$ cat config.mk
export PLATFORM = sky130hd
export DESIGN_NAME = ps2_direction_decoder
export DESIGN_NICKNAME = d
export VERILOG_FILES = /design/src/rtl/ps2_pkg.sv /design/src/rtl/ps2_dir_arbiter.sv /design/src/rtl/ps2_direction_decoder.sv
export SDC_FILE = /design/constraint.sdc
export NUM_CORES = 1
export LEC_CHECK = 0
export CORE_ASPECT_RATIO = 1.5
export CORE_MARGIN = 2
export CORE_UTILIZATION = 35
export DETAILED_ROUTE_END_ITERATION = 8
export PLACE_DENSITY = 0.65
export SLEW_MARGIN = 20
export SYNTH_ARGS = -nofsm -noshare
export SYNTH_HDL_FRONTEND = slang
export SYNTH_SLANG_ARGS = --single-unit
$ cat constraint.sdc
create_clock -name clock -period 2.9 [get_ports clock]
set_clock_uncertainty 0.1 [all_clocks]
set_input_delay 0.58 -clock clock [delete_from_list [all_inputs] [get_ports clock]]
set_output_delay 0.58 -clock clock [all_outputs]
set_load 0.005 [all_outputs]
$ cat src/rtl/ps2_pkg.sv
// ps2_pkg: scan codes, decoder FSM states and direction codes shared by the PS/2 direction path.
package ps2_pkg;
  localparam logic [7:0] SC_EXT    = 8'hE0;
  localparam logic [7:0] SC_BRK    = 8'hF0;
  localparam logic [7:0] SC_FSHIFT = 8'h12;
  localparam logic [7:0] SC_UP     = 8'h75;
  localparam logic [7:0] SC_RIGHT  = 8'h74;
  localparam logic [7:0] SC_DOWN   = 8'h72;
  localparam logic [7:0] SC_LEFT   = 8'h6B;
  localparam logic [7:0] SC_W      = 8'h1D;
  localparam logic [7:0] SC_D      = 8'h23;
  localparam logic [7:0] SC_S      = 8'h1B;
  localparam logic [7:0] SC_A      = 8'h1C;

  localparam logic [2:0] DIR_NONE  = 3'd0;
  localparam logic [2:0] DIR_UP    = 3'd1;
  localparam logic [2:0] DIR_RIGHT = 3'd2;
  localparam logic [2:0] DIR_DOWN  = 3'd3;
  localparam logic [2:0] DIR_LEFT  = 3'd4;

  typedef enum logic [1:0] {IDLE, EXT, BREAK, EXT_BREAK} state_t;

  // Flag vectors are ordered {left, down, right, up}, so direction code d maps to bit d-1.
  function automatic logic [3:0] dir_mask(input logic [2:0] d);
    return (d == DIR_NONE || d > DIR_LEFT) ? 4'b0000 : 4'b0001 << (d - 3'd1);
  endfunction

  function automatic logic [2:0] arrow_dir(input logic [7:0] b);
    return b == SC_UP ? DIR_UP : b == SC_RIGHT ? DIR_RIGHT :
           b == SC_DOWN ? DIR_DOWN : b == SC_LEFT ? DIR_LEFT : DIR_NONE;
  endfunction

  function automatic logic [2:0] letter_dir(input logic [7:0] b);
    return b == SC_W ? DIR_UP : b == SC_D ? DIR_RIGHT :
           b == SC_S ? DIR_DOWN : b == SC_A ? DIR_LEFT : DIR_NONE;
  endfunction
endpackage

$ cat src/rtl/ps2_dir_arbiter.sv
// ps2_dir_arbiter: last-pressed-wins direction select with up > right > down > left fallback.
module ps2_dir_arbiter
  import ps2_pkg::*;
(
  input  logic [3:0] held,
  input  logic [2:0] last,
  output logic [2:0] dir_code
);
  assign dir_code = |(held & dir_mask(last)) ? last :
                    held[0] ? DIR_UP : held[1] ? DIR_RIGHT :
                    held[2] ? DIR_DOWN : held[3] ? DIR_LEFT : DIR_NONE;
endmodule

$ cat src/rtl/ps2_direction_decoder.sv
// ps2_direction_decoder: PS/2 scan codes -> held arrow flags and encoded direction.
// Define PS2_WASD_KEYS_EN to also accept W/A/S/D as direction sources.
module ps2_direction_decoder
  import ps2_pkg::*;
#(
  parameter int PREFIX_TIMEOUT = 50000,
  parameter int TO_W = 16
) (
  input  logic       clock,
  input  logic       reset,
  input  logic       ps2_key_pressed,
  input  logic [7:0] ps2_out,
  output logic       upSig,
  output logic       rightSig,
  output logic       downSig,
  output logic       leftSig,
  output logic [2:0] dir_code,
  output logic       code_err
);
  state_t st, st_n;
  logic [TO_W-1:0] cnt, cnt_n;
  logic [3:0] a, a_n, held, held_n;
  logic [2:0] last, last_n, ad, dir_n;
  logic err_n;
  assign ad = arrow_dir(ps2_out);
`ifdef PS2_WASD_KEYS_EN
  logic [3:0] w, w_n;
  logic [2:0] ld;
  assign ld = letter_dir(ps2_out);
  assign held = a | w;
  assign held_n = a_n | w_n;
`else
  assign held = a;
  assign held_n = a_n;
`endif
  assign {leftSig, downSig, rightSig, upSig} = held;

  always_comb begin
    st_n = st;
    cnt_n = cnt;
    a_n = a;
    last_n = last;
    err_n = 1'b0;
`ifdef PS2_WASD_KEYS_EN
    w_n = w;
`endif
    if (ps2_key_pressed) begin
      cnt_n = '0;
      case (st)
        IDLE: begin
          st_n = ps2_out == SC_EXT ? EXT : ps2_out == SC_BRK ? BREAK : IDLE;
`ifdef PS2_WASD_KEYS_EN
          if (ld != DIR_NONE) begin
            w_n = w | dir_mask(ld);
            last_n = ld;
          end
`endif
        end
        EXT: begin
          st_n = ps2_out == SC_BRK ? EXT_BREAK : IDLE;
          if (ad != DIR_NONE) begin
            a_n = a | dir_mask(ad);
            last_n = ad;
          end
          err_n = ad == DIR_NONE && ps2_out != SC_BRK && ps2_out != SC_FSHIFT;
        end
        BREAK: begin
          st_n = ps2_out == SC_BRK ? BREAK : IDLE;
`ifdef PS2_WASD_KEYS_EN
          w_n = w & ~dir_mask(ld);
`endif
        end
        default: begin
          st_n = IDLE;
          a_n = a & ~dir_mask(ad);
          err_n = ad == DIR_NONE && ps2_out != SC_FSHIFT;
        end
      endcase
    end else if (st != IDLE) begin
      // A stalled prefix gives up so a lost byte cannot poison the next key.
      if (cnt == TO_W'(PREFIX_TIMEOUT - 1)) begin
        st_n = IDLE;
        cnt_n = '0;
        err_n = 1'b1;
      end else begin
        cnt_n = cnt + 1'b1;
      end
    end
  end

  ps2_dir_arbiter arb (.held(held_n), .last(last_n), .dir_code(dir_n));

  always_ff @(posedge clock) begin
    if (reset) begin
      st <= IDLE;
      cnt <= '0;
      a <= '0;
      last <= DIR_NONE;
      dir_code <= DIR_NONE;
      code_err <= 1'b0;
`ifdef PS2_WASD_KEYS_EN
      w <= '0;
`endif
    end else begin
      st <= st_n;
      cnt <= cnt_n;
      a <= a_n;
      last <= last_n;
      dir_code <= dir_n;
      code_err <= err_n;
`ifdef PS2_WASD_KEYS_EN
      w <= w_n;
`endif
    end
  end
endmodule

==> impl_metrics.json <==
{
  "syn-mean-instance-area_sq_um": 8.76,
  "min_period_ns": 2.84,
  "viasPerCell": 5.34,
  "crit_fanout": 7,
  "post-route-cell-area_sq_um": 2260,
  "cts.reportedPaths.clkPinSlew_ns": 0.06,
  "cts_root_buf": "clkbuf_8",
  "cts_buffer_depth": 2,
  "die-area_sq_um": 5230,
  "p_total_mw": 0.795,
  "grt_pass1_wl_microns": 6850,
  "run_status": "finished clean",
  "insertedDiodeCount": 0,
  "floorplan.rows": 30,
  "timing.fmax_mhz": 352,
  "p_leak_nw": 0.831,
  "grtUsageTotal_pct": 17.5,
  "drt_first_pass_iters": 4,
  "reg2regPathDepth": 6,
  "detail_route.wl_per_cell_microns": 14.0,
  "io_buffer_count": 18,
  "vias_in_the_first_global_route": 1509,
  "top_level_ports": 19,
  "synth.cell_area_sq_um": 1630,
  "clock_sinks": 29,
  "finalHoldWorstSlack_ns": 0.393,
  "synth-edff-count": 0,
  "coreArea_sq_um": 4500,
  "final_net_count": 253,
  "antenna_left": 0,
  "clock_insertion_delay_worst_skew_ns": 0.28,
  "worstSetupEndpointType": "register",
  "vertical_die_dimension_microns": 87.6,
  "async_reset_ff_share_pct": 0,
  "placedInstanceArea_sq_um": 2090,
  "synth.yosys.warnings": 0,
  "clock_tree.htree_level_count": 2,
  "layout.cells.most_common": "buf_4",
  "wirelength_microns": 4040,
  "tritoncts.num_buffers": 5,
  "synthToLayoutAreaGrowth_pct": 39.0,
  "overflow": 0,
  "power_density_nw_per_um2": 351,
  "timing.hold.worst_path_depth": 2,
  "cpPeakStageDelay_ns": 0.40,
  "irDropWorstVdd_mv": 0.205,
  "setup_violations": 0,
  "commonest_cells_after_routing_fill_and_taps_aside": "34 x buf_4, 29 x dfxtp_1, 28 x nor2_1",
  "vias": 1538,
  "maxSlewViolCount": 0,
  "synth_top_flop_cell": "dfxtp_1",
  "drive_gt1_share_pct": 29.6,
  "multi_input_comb_area_sq_um": 1090,
  "drt_first_iter_violations": 50,
  "finalCritPeriodShare_pct": 98.0,
  "die_width_microns": 59.7,
  "ff_latch_area_sq_um": 581,
  "antenna_violations_before_repair": 0,
  "min_delay_worst_endpoint": "cnt[1]",
  "worst_hold_check_path_type": "reg -> reg",
  "slew_headroom_pct": 66.1,
  "synth-seq-area-share_pct": 35.6,
  "worstSetupPathType": "in -> reg",
  "worst-slew-pin-transition_ns": 0.504,
  "post_synth_main_area_contributors": "dfxtp_1 36%, nor2_1 6.9%, xor2_1 4.8%",
  "postCtsHoldBufs": 0,
  "reg2reg_setup_slack_ns": 0.56,
  "cp.required_ns": 2.97,
  "synth_seq_cells": 29,
  "critPathArrivalTime_ns": 2.92,
  "syn-instance-count": 186,
  "worst_path_max_delay_cell": "a2111oi_2",
  "rr_endpoint": "cnt[15]",
  "globalplace.congestion": 0.862,
  "dpl.hpwl_microns": 3000,
  "start_util_pct": 36.2,
  "drc": 0,
  "r2r_startpoint": "cnt[0]",
  "mappedNetlistNets": 199,
  "timing.max_cap.violations": 0,
  "hold_viol_final": 0,
  "ys_types": 54,
  "cts_tree": "built",
  "largest_net_degree_at_the_start_of_global_routing": 14,
  "crit_path_start_kind": "primary input",
  "area_share_of_the_largest_cell_type_after_synthesis_pct": 35.6,
  "hold_path.startpoint": "cnt[1]",
  "critical_path.cell_chain": "dlygate4sd2_1, and4bb_2, nand2_2, ha_4, nand4bb_1, buf_6, buf_4, a2111oi_2, o21ai_2, o311ai_4, mux2_4",
  "layout.filler_cells": 428,
  "synth_top_area_cell": "dfxtp_1"
}
-- repair_timing --
action | CTS | global route
setup buffers | 3 | 2
resized for setup | 16 | 13
endpoints found under the hold margin | 0 | 0
setup endpoints to repair | 3 | 3
pin swaps | 5 | 11
cloned | 0 | 0
-- layer usage --
layer | wire (microns) | share of wire [%] | up-vias | track usage [%]
met5 | 0 | 0 | - | 0
met4 | 137 | 3.4 | 0 | 10.7
met3 | 134 | 3.3 | 13 | 3.99
met2 | 2110 | 52 | 31 | 29.2
met1 | 1650 | 41 | 708 | 19.5
li1 | - | - | 786 | -
-- critical path, delay by kind of cell --
kind | cells | cell delay (ns)
muxes | 1 | 0.33
adders and majority gates | 1 | 0.17
AOI/OAI and AO/OA | 3 | 0.65
and+or+nand+nor | 3 | 0.62
buffers and inverters | 3 | 0.56
-- through the flow --
| stage | cells | util (%) | setup TNS [ns] | setup WS, ns |
|---|---|---|---|---|
| after floorplan | 186 | - | 0 | 0.00959 |
| after global placement | 276 | 46.5 | -2.11 | -0.583 |
| after detailed placement | 276 | 46.5 | -2.19 | -0.609 |
| after CTS | 286 | 49.0 | 0 | 0.00151 |
| after global routing | 288 | 50.3 | -0.0202 | -0.0101 |
| final | 288 | 50.3 | 0 | 0.0573 |
-- cells by family after synthesis --
group,count (synthesis),share of synthesized area (%)
flip-flops,29,35.6
XOR/XNOR,14,7.53
buffers and inverters,10,2.69
AND/OR/NAND/NOR,98,34.0
adder cells (fa/ha/maj),2,1.54
multiplexers,3,2.46
AO/OA/AOI/OAI,30,16.1
-- power by group --
group          total (mW)  switching [mW]  leakage (nW)  internal, mW
registers           0.399        0.000123         0.233         0.399
logic              0.0640          0.0326         0.553        0.0315
clock network       0.333           0.145        0.0443         0.188
total               0.795           0.178         0.831         0.618
-- synth_stat cells (2+ instances only) --
cell	n
nor2_1	30
dfxtp_1	29
nand2_1	18
xor2_1	9
a21oi_1	6
nor4_1	6
buf_2	5
xnor2_1	5
inv_1	4
nand3_1	4
nand4_1	4
nor2b_1	4
o21ai_0	4
a31oi_1	3
and4b_1	3
or2_2	3
or3_1	3
a2111o_1	2
and3_1	2
ha_1	2
mux2_4	2
nand2b_1	2
nand4b_1	2
nor3_1	2
nor4b_1	2
o21a_1	2
-- area by class of cell --
type	instances	share of cell area (%)
tap	48	2.65
inverter	4	0.663
sequential	29	25.6
multi-input combinational	147	48.0
clock buffer	7	3.81
timing repair buffer	53	19.3
-- worst max-delay path by stage --
stage,from,slack (ns),cells after the start,end
6_report,ps2_out[4],0.06,11,dir_code[2]
5_1_grt,ps2_out[4],-0.01,11,dir_code[2]
4_1_cts,ps2_out[4],0.002,11,dir_code[2]
3_5_place_dp,ps2_out[0],-0.61,11,dir_code[1]
3_3_place_gp,ps2_out[5],-0.58,10,dir_code[1]
2_1_floorplan,ps2_out[3],0.01,10,dir_code[1]
-- state kept, by name, indices dropped and copies added, names as in the netlist --
signal	count
cnt	16
a	4
dir_code	3
last	3
st	2
code_err	1
Note: power is estimated with default switching activity, not from simulation.
